[src/rtl/piano_link_pkg.sv]
// piano_link_pkg
// Shared types and constants for the piano key-word serial receiver.
//   byte_state_t : byte-level UART receive FSM states
//   asm_state_t  : header/payload word assembler states
//   HDR_MARK / PAY_MARK : expected value of byte bits [7:5]
//   key_word_t   : 10-bit key word delivered to the host
// Optional build macro: PIANO_LINK_PARITY_EN adds the PARITY state.
package piano_link_pkg;

  typedef enum logic [2:0] {
    IDLE,
    START,
    DATA,
`ifdef PIANO_LINK_PARITY_EN
    PARITY,
`endif
    STOP,
    REARM
  } byte_state_t;

  typedef enum logic {
    WAIT_HDR,
    WAIT_PAY
  } asm_state_t;

  localparam logic [2:0] HDR_MARK = 3'b100;
  localparam logic [2:0] PAY_MARK = 3'b000;

  typedef logic [9:0] key_word_t;

endpackage

[src/rtl/piano_link_rx_byte.sv]
// piano_link_rx_byte
// Synchronizes the raw serial line and decodes 8N1 bytes (8E1 when
// PIANO_LINK_PARITY_EN is defined), LSB first.
// Ports:
//   clk, reset_n : clock and asynchronous active-low reset
//   rxd          : raw serial line, idle high, asynchronous to clk
//   byte_data    : last shifted-in byte, valid while byte_valid is high
//   byte_valid   : single-cycle strobe in the stop-bit sample cycle (good frame)
//   byte_ferr    : single-cycle strobe in the stop-bit sample cycle (bad stop/parity)
// Optional build macro: PIANO_LINK_PARITY_EN.
module piano_link_rx_byte
  import piano_link_pkg::*;
#(
  parameter int CLKS_PER_BIT = 5208
) (
  input  logic       clk,
  input  logic       reset_n,
  input  logic       rxd,
  output logic [7:0] byte_data,
  output logic       byte_valid,
  output logic       byte_ferr
);

  localparam logic [15:0] HALF_BIT = 16'(CLKS_PER_BIT / 2);
  localparam logic [15:0] LAST_CLK = 16'(CLKS_PER_BIT - 1);

  logic        rxd_meta, rxd_sync, rxd_prev;
  byte_state_t state_q, state_d;
  logic [15:0] timer_q, timer_d;
  logic [2:0]  bit_cnt_q, bit_cnt_d;
  logic [7:0]  shreg_q, shreg_d;
  logic        par_ok;
`ifdef PIANO_LINK_PARITY_EN
  logic        par_q, par_d;
  // Even parity: data bits plus parity bit must hold an even number of ones.
  assign par_ok = (par_q == ^shreg_q);
`else
  assign par_ok = 1'b1;
`endif

  // Synchronizer and previous-sample flop reset to the idle (high) level so
  // that leaving reset never looks like a falling edge on an idle line.
  always_ff @(posedge clk or negedge reset_n) begin
    if (!reset_n) begin
      rxd_meta <= 1'b1;
      rxd_sync <= 1'b1;
      rxd_prev <= 1'b1;
    end else begin
      rxd_meta <= rxd;
      rxd_sync <= rxd_meta;
      rxd_prev <= rxd_sync;
    end
  end

  always_ff @(posedge clk or negedge reset_n) begin
    if (!reset_n) begin
      state_q   <= IDLE;
      timer_q   <= '0;
      bit_cnt_q <= '0;
      shreg_q   <= '0;
`ifdef PIANO_LINK_PARITY_EN
      par_q     <= 1'b0;
`endif
    end else begin
      state_q   <= state_d;
      timer_q   <= timer_d;
      bit_cnt_q <= bit_cnt_d;
      shreg_q   <= shreg_d;
`ifdef PIANO_LINK_PARITY_EN
      par_q     <= par_d;
`endif
    end
  end

  // The timer is cleared at mid-start, so every later sample taken at
  // LAST_CLK lands one full bit period later, near the centre of each bit.
  always_comb begin
    state_d    = state_q;
    timer_d    = timer_q;
    bit_cnt_d  = bit_cnt_q;
    shreg_d    = shreg_q;
`ifdef PIANO_LINK_PARITY_EN
    par_d      = par_q;
`endif
    byte_valid = 1'b0;
    byte_ferr  = 1'b0;
    case (state_q)
      IDLE: begin
        if (rxd_prev && !rxd_sync) begin
          state_d = START;
          timer_d = '0;
        end
      end
      START: begin
        if (timer_q == HALF_BIT) begin
          timer_d   = '0;
          bit_cnt_d = '0;
          // A line already back high at mid-start was a glitch: drop silently.
          state_d   = rxd_sync ? IDLE : DATA;
        end else begin
          timer_d = timer_q + 16'd1;
        end
      end
      DATA: begin
        if (timer_q == LAST_CLK) begin
          timer_d   = '0;
          shreg_d   = {rxd_sync, shreg_q[7:1]};
          bit_cnt_d = bit_cnt_q + 3'd1;
          if (bit_cnt_q == 3'd7) begin
`ifdef PIANO_LINK_PARITY_EN
            state_d = PARITY;
`else
            state_d = STOP;
`endif
          end
        end else begin
          timer_d = timer_q + 16'd1;
        end
      end
`ifdef PIANO_LINK_PARITY_EN
      PARITY: begin
        if (timer_q == LAST_CLK) begin
          timer_d = '0;
          par_d   = rxd_sync;
          state_d = STOP;
        end else begin
          timer_d = timer_q + 16'd1;
        end
      end
`endif
      STOP: begin
        if (timer_q == LAST_CLK) begin
          timer_d = '0;
          if (rxd_sync && par_ok) begin
            byte_valid = 1'b1;
            state_d    = IDLE;
          end else begin
            byte_ferr = 1'b1;
            state_d   = REARM;
          end
        end else begin
          timer_d = timer_q + 16'd1;
        end
      end
      REARM: begin
        // Wait for the line to return high so a stuck-low line cannot
        // masquerade as a stream of start bits.
        if (rxd_sync) state_d = IDLE;
      end
      default: state_d = IDLE;
    endcase
  end

  assign byte_data = shreg_q;

endmodule

[src/rtl/piano_link_rx.sv]
// piano_link_rx
// Receives two-byte key words from the screen link: a header byte
// {1,00,data[9:5]} followed by a payload byte {0,00,data[4:0]}.
// Ports:
//   clk, reset_n : clock and asynchronous active-low reset
//   rxd          : raw serial line, idle high
//   inputData    : last correctly assembled 10-bit key word (held)
//   data_valid   : one-cycle pulse when inputData updates
//   frame_err    : one-cycle pulse on a bad stop bit or bad parity
//   seq_err      : one-cycle pulse on a header/payload ordering or marker violation
// Optional build macro: PIANO_LINK_PARITY_EN (even parity bit per byte).
module piano_link_rx
  import piano_link_pkg::*;
#(
  parameter int CLKS_PER_BIT = 5208
) (
  input  logic       clk,
  input  logic       reset_n,
  input  logic       rxd,
  output logic [9:0] inputData,
  output logic       data_valid,
  output logic       frame_err,
  output logic       seq_err
);

  logic [7:0] byte_data;
  logic       byte_valid, byte_ferr;

  asm_state_t asm_q, asm_d;
  logic [4:0] hdr_q, hdr_d;
  key_word_t  word_q, word_d;
  logic       dv_d, fe_d, se_d;

  piano_link_rx_byte #(
    .CLKS_PER_BIT(CLKS_PER_BIT)
  ) u_byte (
    .clk       (clk),
    .reset_n   (reset_n),
    .rxd       (rxd),
    .byte_data (byte_data),
    .byte_valid(byte_valid),
    .byte_ferr (byte_ferr)
  );

  always_ff @(posedge clk or negedge reset_n) begin
    if (!reset_n) begin
      asm_q      <= WAIT_HDR;
      hdr_q      <= '0;
      word_q     <= '0;
      data_valid <= 1'b0;
      frame_err  <= 1'b0;
      seq_err    <= 1'b0;
    end else begin
      asm_q      <= asm_d;
      hdr_q      <= hdr_d;
      word_q     <= word_d;
      data_valid <= dv_d;
      frame_err  <= fe_d;
      seq_err    <= se_d;
    end
  end

  // Byte strobes are mutually exclusive, so at most one status pulse fires.
  always_comb begin
    asm_d  = asm_q;
    hdr_d  = hdr_q;
    word_d = word_q;
    dv_d   = 1'b0;
    fe_d   = 1'b0;
    se_d   = 1'b0;
    if (byte_ferr) begin
      fe_d  = 1'b1;
      asm_d = WAIT_HDR;
    end else if (byte_valid) begin
      if (byte_data[7:5] == HDR_MARK) begin
        // A repeated header replaces the pending one but is still flagged.
        hdr_d = byte_data[4:0];
        asm_d = WAIT_PAY;
        if (asm_q == WAIT_PAY) se_d = 1'b1;
      end else if (byte_data[7:5] == PAY_MARK) begin
        if (asm_q == WAIT_PAY) begin
          word_d = {hdr_q, byte_data[4:0]};
          dv_d   = 1'b1;
        end else begin
          se_d = 1'b1;
        end
        asm_d = WAIT_HDR;
      end else begin
        se_d  = 1'b1;
        asm_d = WAIT_HDR;
      end
    end
  end

  assign inputData = word_q;

endmodule

[config.mk]
export PLATFORM = sky130hd
export DESIGN_NAME = piano_link_rx
export DESIGN_NICKNAME = d
export VERILOG_FILES = /design/src/rtl/piano_link_pkg.sv /design/src/rtl/piano_link_rx_byte.sv /design/src/rtl/piano_link_rx.sv
export SDC_FILE = /design/constraint.sdc
export NUM_CORES = 1
export LEC_CHECK = 0
export CORE_AREA = 5 5 85 87
export CTS_BUF_LIST = sky130_fd_sc_hd__clkbuf_8 sky130_fd_sc_hd__clkbuf_16
export CTS_CLUSTER_DIAMETER = 100
export DETAILED_ROUTE_END_ITERATION = 10
export DIE_AREA = 0 0 90 92
export HOLD_SLACK_MARGIN = 0.03
export PLACE_DENSITY = 0.6
export SYNTH_ARGS = -nofsm -noshare
export SYNTH_HDL_FRONTEND = slang
export SYNTH_HIERARCHICAL = 1
export SYNTH_SLANG_ARGS = --single-unit
[constraint.sdc]
create_clock -name clk -period 2.25 [get_ports clk]
set_clock_uncertainty 0.15 [all_clocks]
set_input_delay 0.5625 -clock clk [delete_from_list [all_inputs] [get_ports clk]]
set_output_delay 0.5625 -clock clk [all_outputs]
set_load 0.02 [all_outputs]
==> impl_metrics.csv <==
group,metric,value,unit
run_status,status,"complete, but fails checks",
run_status,violations,"negative setup slack",
grt,grt_antenna_before_repair,0,
floorplanning,num_rows,29,
finish,nets,269,
routing,ant_nets,0,
setup_path,r2r-end,"inputData[5]",
setup_path,worst_setup_path_start_kind,"flop",
setup_path,crit_fanout,11,
power,power.total,2520,µW
sta,rsz0062_at_grt,"yes",
cts,clk_latency,0.30,ns
setup_path,rrSetupSlack,-0.13,ns
floorplanning,io-pin-count,16,
sta,fin_ws,-0.134,ns
cts,cts_tree,"built",
grt,grt_usage,12.1,%
logic_synthesis,ys_warn_count,6,
sta,setup_viol_count_final,15,
routing,drtIter0Drc,64,
grt,grt_overflow_total,0,
placement,portBuffers,15,
floorplanning,die_area,8280,µm²
placement,place_ws,-0.126,ns
cts,cts.sinks,52,
sta,maxSlewHeadroom,44.0,%
finish,fillers,566,
finish,utilization,51.4,%
grt,grt_max_degree,25,
cts,cts_buffer_depth,2,
sta,clock.fmax,419,MHz
sta,tns,-1.25,ns
finish,final_cell_mix,"dfrtp_1 (49), buf_4 (30), nand2_1 (21), clkdlybuf4s50_1 (14), mux2_2 (13)",
placement,globalplace.congestion,0.791,
routing,vias,1818,
setup_path,end_kind,"flop",
logic_synthesis,synth_nets,217,
floorplanning,coreArea,6280,µm²
power,p_leak,0.00154,µW
sta,max_slew.worst_pin.slew,0.836,ns
setup_path,max_stage_delay,0.37,ns
worst_hold_path,hold_path_class,"in2async",
setup_path,r2r_cells,10,
finish,antenna_cells,0,
routing,drt_first_pass_iters,4,
setup_path,worstPathArrival,2.43,ns
sta,slew_viol_final,0,
logic_synthesis,synth_area_per_cell,11.9,µm²
finish,multi_input_area,1250,µm²
setup_path,worstPathRequired,2.29,ns
logic_synthesis,ys_seq_area_share,52.3,%
power,cellPowerDensity,781,nW/µm²
flow_run,cap_violations,0,
sta,hold_violations,0,
setup_path,cp_slowest_cell,"dfrtp_1",
logic_synthesis,synth_cell_type_count,45,
cts,hold_buffers,0,
setup_path,crit_chain,"ha_2, and4bb_1, nand4_1, nor2_1, nand2_2, nor2_2, nor4b_4, nand3b_2, buf_12, mux2_4",
setup_path,critPathKind,"reg2reg",
power,ir_drop,0.349,mV
floorplanning,die_y,92,µm
placement,place_hpwl,3.44,mm
finish,regArea,1310,µm²
finish,area_growth,29.3,%
routing,avgRoutedWirePerCell,15.9,µm
sta,worst_hold_slack,0.0587,ns
logic_synthesis,synth_seq_cells,52,
grt,first_global_vias,1718,
setup_path,path_delay_family,"simple AND/OR/NAND/NOR gates",
finish,final_common_cell,"dfrtp_1",
sta,period_share,106,%
cts,cts-htree-levels,2,
cts,cts-root-buf,"clkbuf_8",
setup_path,worst_r2r_startpoint,"u_byte/timer_q[1]",
finish,drive_above_1_share,35.0,%
floorplanning,start_util,39.8,%
routing,drcViolationCount,0,
logic_synthesis,syn_inst,210,
sta,min_period,2.38,ns
logic_synthesis,syn_area,2500,µm²
grt,grt_pass1_wl,8.20,mm
setup_path,path_buf_inv,1,
floorplanning,die_w,90,µm
routing,routed_wl,5.42,mm
cts,cts_buffers,5,
cts,path_clk_slew,0.09,ns
routing,via_per_inst,5.35,
==> power breakdown <==
part | leakage [µW] | internal (µW) | switching, µW | total, µW
Clock | 0.0000599 | 332 | 313 | 645
Sequential | 0.000700 | 1010 | 62.0 | 1080
Combinational | 0.000783 | 337 | 464 | 802
Total | 0.00154 | 1680 | 839 | 2520
==> synth_stat cells <==
cell | instances | share of area [%]
nand3_1 | 7 | 1.4
mux2_1 | 1 | 0.45
a31oi_1 | 5 | 1.3
a41oi_1 | 2 | 0.70
nor2_1 | 12 | 1.8
dfstp_2 | 3 | 3.2
xnor2_1 | 5 | 1.8
nor3b_1 | 1 | 0.30
a21boi_0 | 1 | 0.30
nor3_1 | 4 | 0.80
dfrtp_1 | 49 | 49
and4bb_2 | 1 | 0.50
nand4_1 | 3 | 0.75
and4_1 | 1 | 0.35
and4b_1 | 1 | 0.40
o21ai_0 | 3 | 0.60
nand3_2 | 1 | 0.40
nand3b_2 | 1 | 0.45
nand2_1 | 23 | 3.5
mux2_4 | 9 | 5.4
buf_2 | 4 | 0.80
o2bb2ai_4 | 1 | 1.1
o22a_1 | 1 | 0.35
or3_4 | 1 | 0.45
nor4bb_1 | 1 | 0.40
buf_4 | 1 | 0.30
buf_1 | 1 | 0.15
and3_1 | 2 | 0.50
mux2_2 | 13 | 5.9
nor4b_1 | 1 | 0.35
a21oi_1 | 9 | 1.8
nor3_4 | 2 | 1.3
a22o_1 | 9 | 3.2
and4bb_1 | 2 | 1.0
nor3_2 | 2 | 0.80
o31ai_1 | 2 | 0.60
ha_1 | 4 | 2.0
or3_1 | 2 | 0.50
nor4b_4 | 1 | 0.95
a21o_1 | 1 | 0.30
nand2b_1 | 3 | 0.75
buf_6 | 1 | 0.45
xor2_1 | 3 | 1.1
inv_1 | 9 | 1.4
o211ai_1 | 1 | 0.30
==> state kept, by name, summed over array words and instances, names as in the netlist <==
signal and cells:
u_byte/timer_q 16, u_byte/state_q 3, hdr_q 5, u_byte/rxd_meta 1, u_byte/bit_cnt_q 3, u_byte/rxd_prev 1, inputData 10, seq_err 1
u_byte/byte_data 8, data_valid 1, u_byte/rxd_sync 1, asm_q 1, frame_err 1
==> per-layer routing <==
metal	up-vias	global-route usage [%]	part of all wire (%)
met1	903	15.8	46
met4	0	4.84	1.4
met5	-	0	0
li1	872	-	-
met2	38	19.8	48
met3	5	2.45	4.0
==> layout make-up <==
class	instances	share of cell area, %
timing repair buffer	49	13.4
tap	77	2.98
inverter	9	1.05
clock buffer	5	2.13
sequential	52	40.4
multi-input combinational	145	38.7
clock inverter	3	1.32
==> per-stage QoR <==
| stage | cells | instance area, µm² |
|---|---|---|
| floorplan | 210 | 2500 |
| global placement | 325 | 2950 |
| detailed placement | 325 | 2950 |
| CTS | 335 | 3080 |
| global route | 340 | 3230 |
| finish | 340 | 3230 |
==> worst max-delay path by stage <==
stage	depth (start not counted)	startpoint	slack (ns)	to
final	10	u_byte/timer_q[1]	-0.13	inputData[5]
after global routing	10	u_byte/timer_q[0]	-0.26	inputData[5]
after CTS	10	u_byte/timer_q[0]	-0.09	inputData[5]
after detailed placement	10	u_byte/timer_q[1]	-0.13	inputData[5]
after global placement	10	u_byte/timer_q[1]	-0.06	inputData[0]
after floorplan	10	u_byte/timer_q[0]	-0.10	inputData[0]
==> logic make-up after synthesis <==
logic type | after synthesis | share of synthesized area, %
XOR/XNOR | 8 | 2.81
multiplexers | 23 | 11.7
AND/OR/NAND/NOR | 72 | 17.6
flip-flops | 52 | 52.3
adder cells (fa/ha/maj) | 4 | 2.01
buffers and inverters | 16 | 3.06
AO/OA/AOI/OAI | 35 | 10.5
==> what timing repair did <==
action | in CTS | in global routing
buffers inserted | 2 | 2
endpoints found under the setup margin | 15 | 25
resized for setup | 0 | 15
pin swaps | 1 | 5
cloned | 0 | 3
endpoints found under the hold margin | 0 | 0
(Power assumes the default switching activity.)
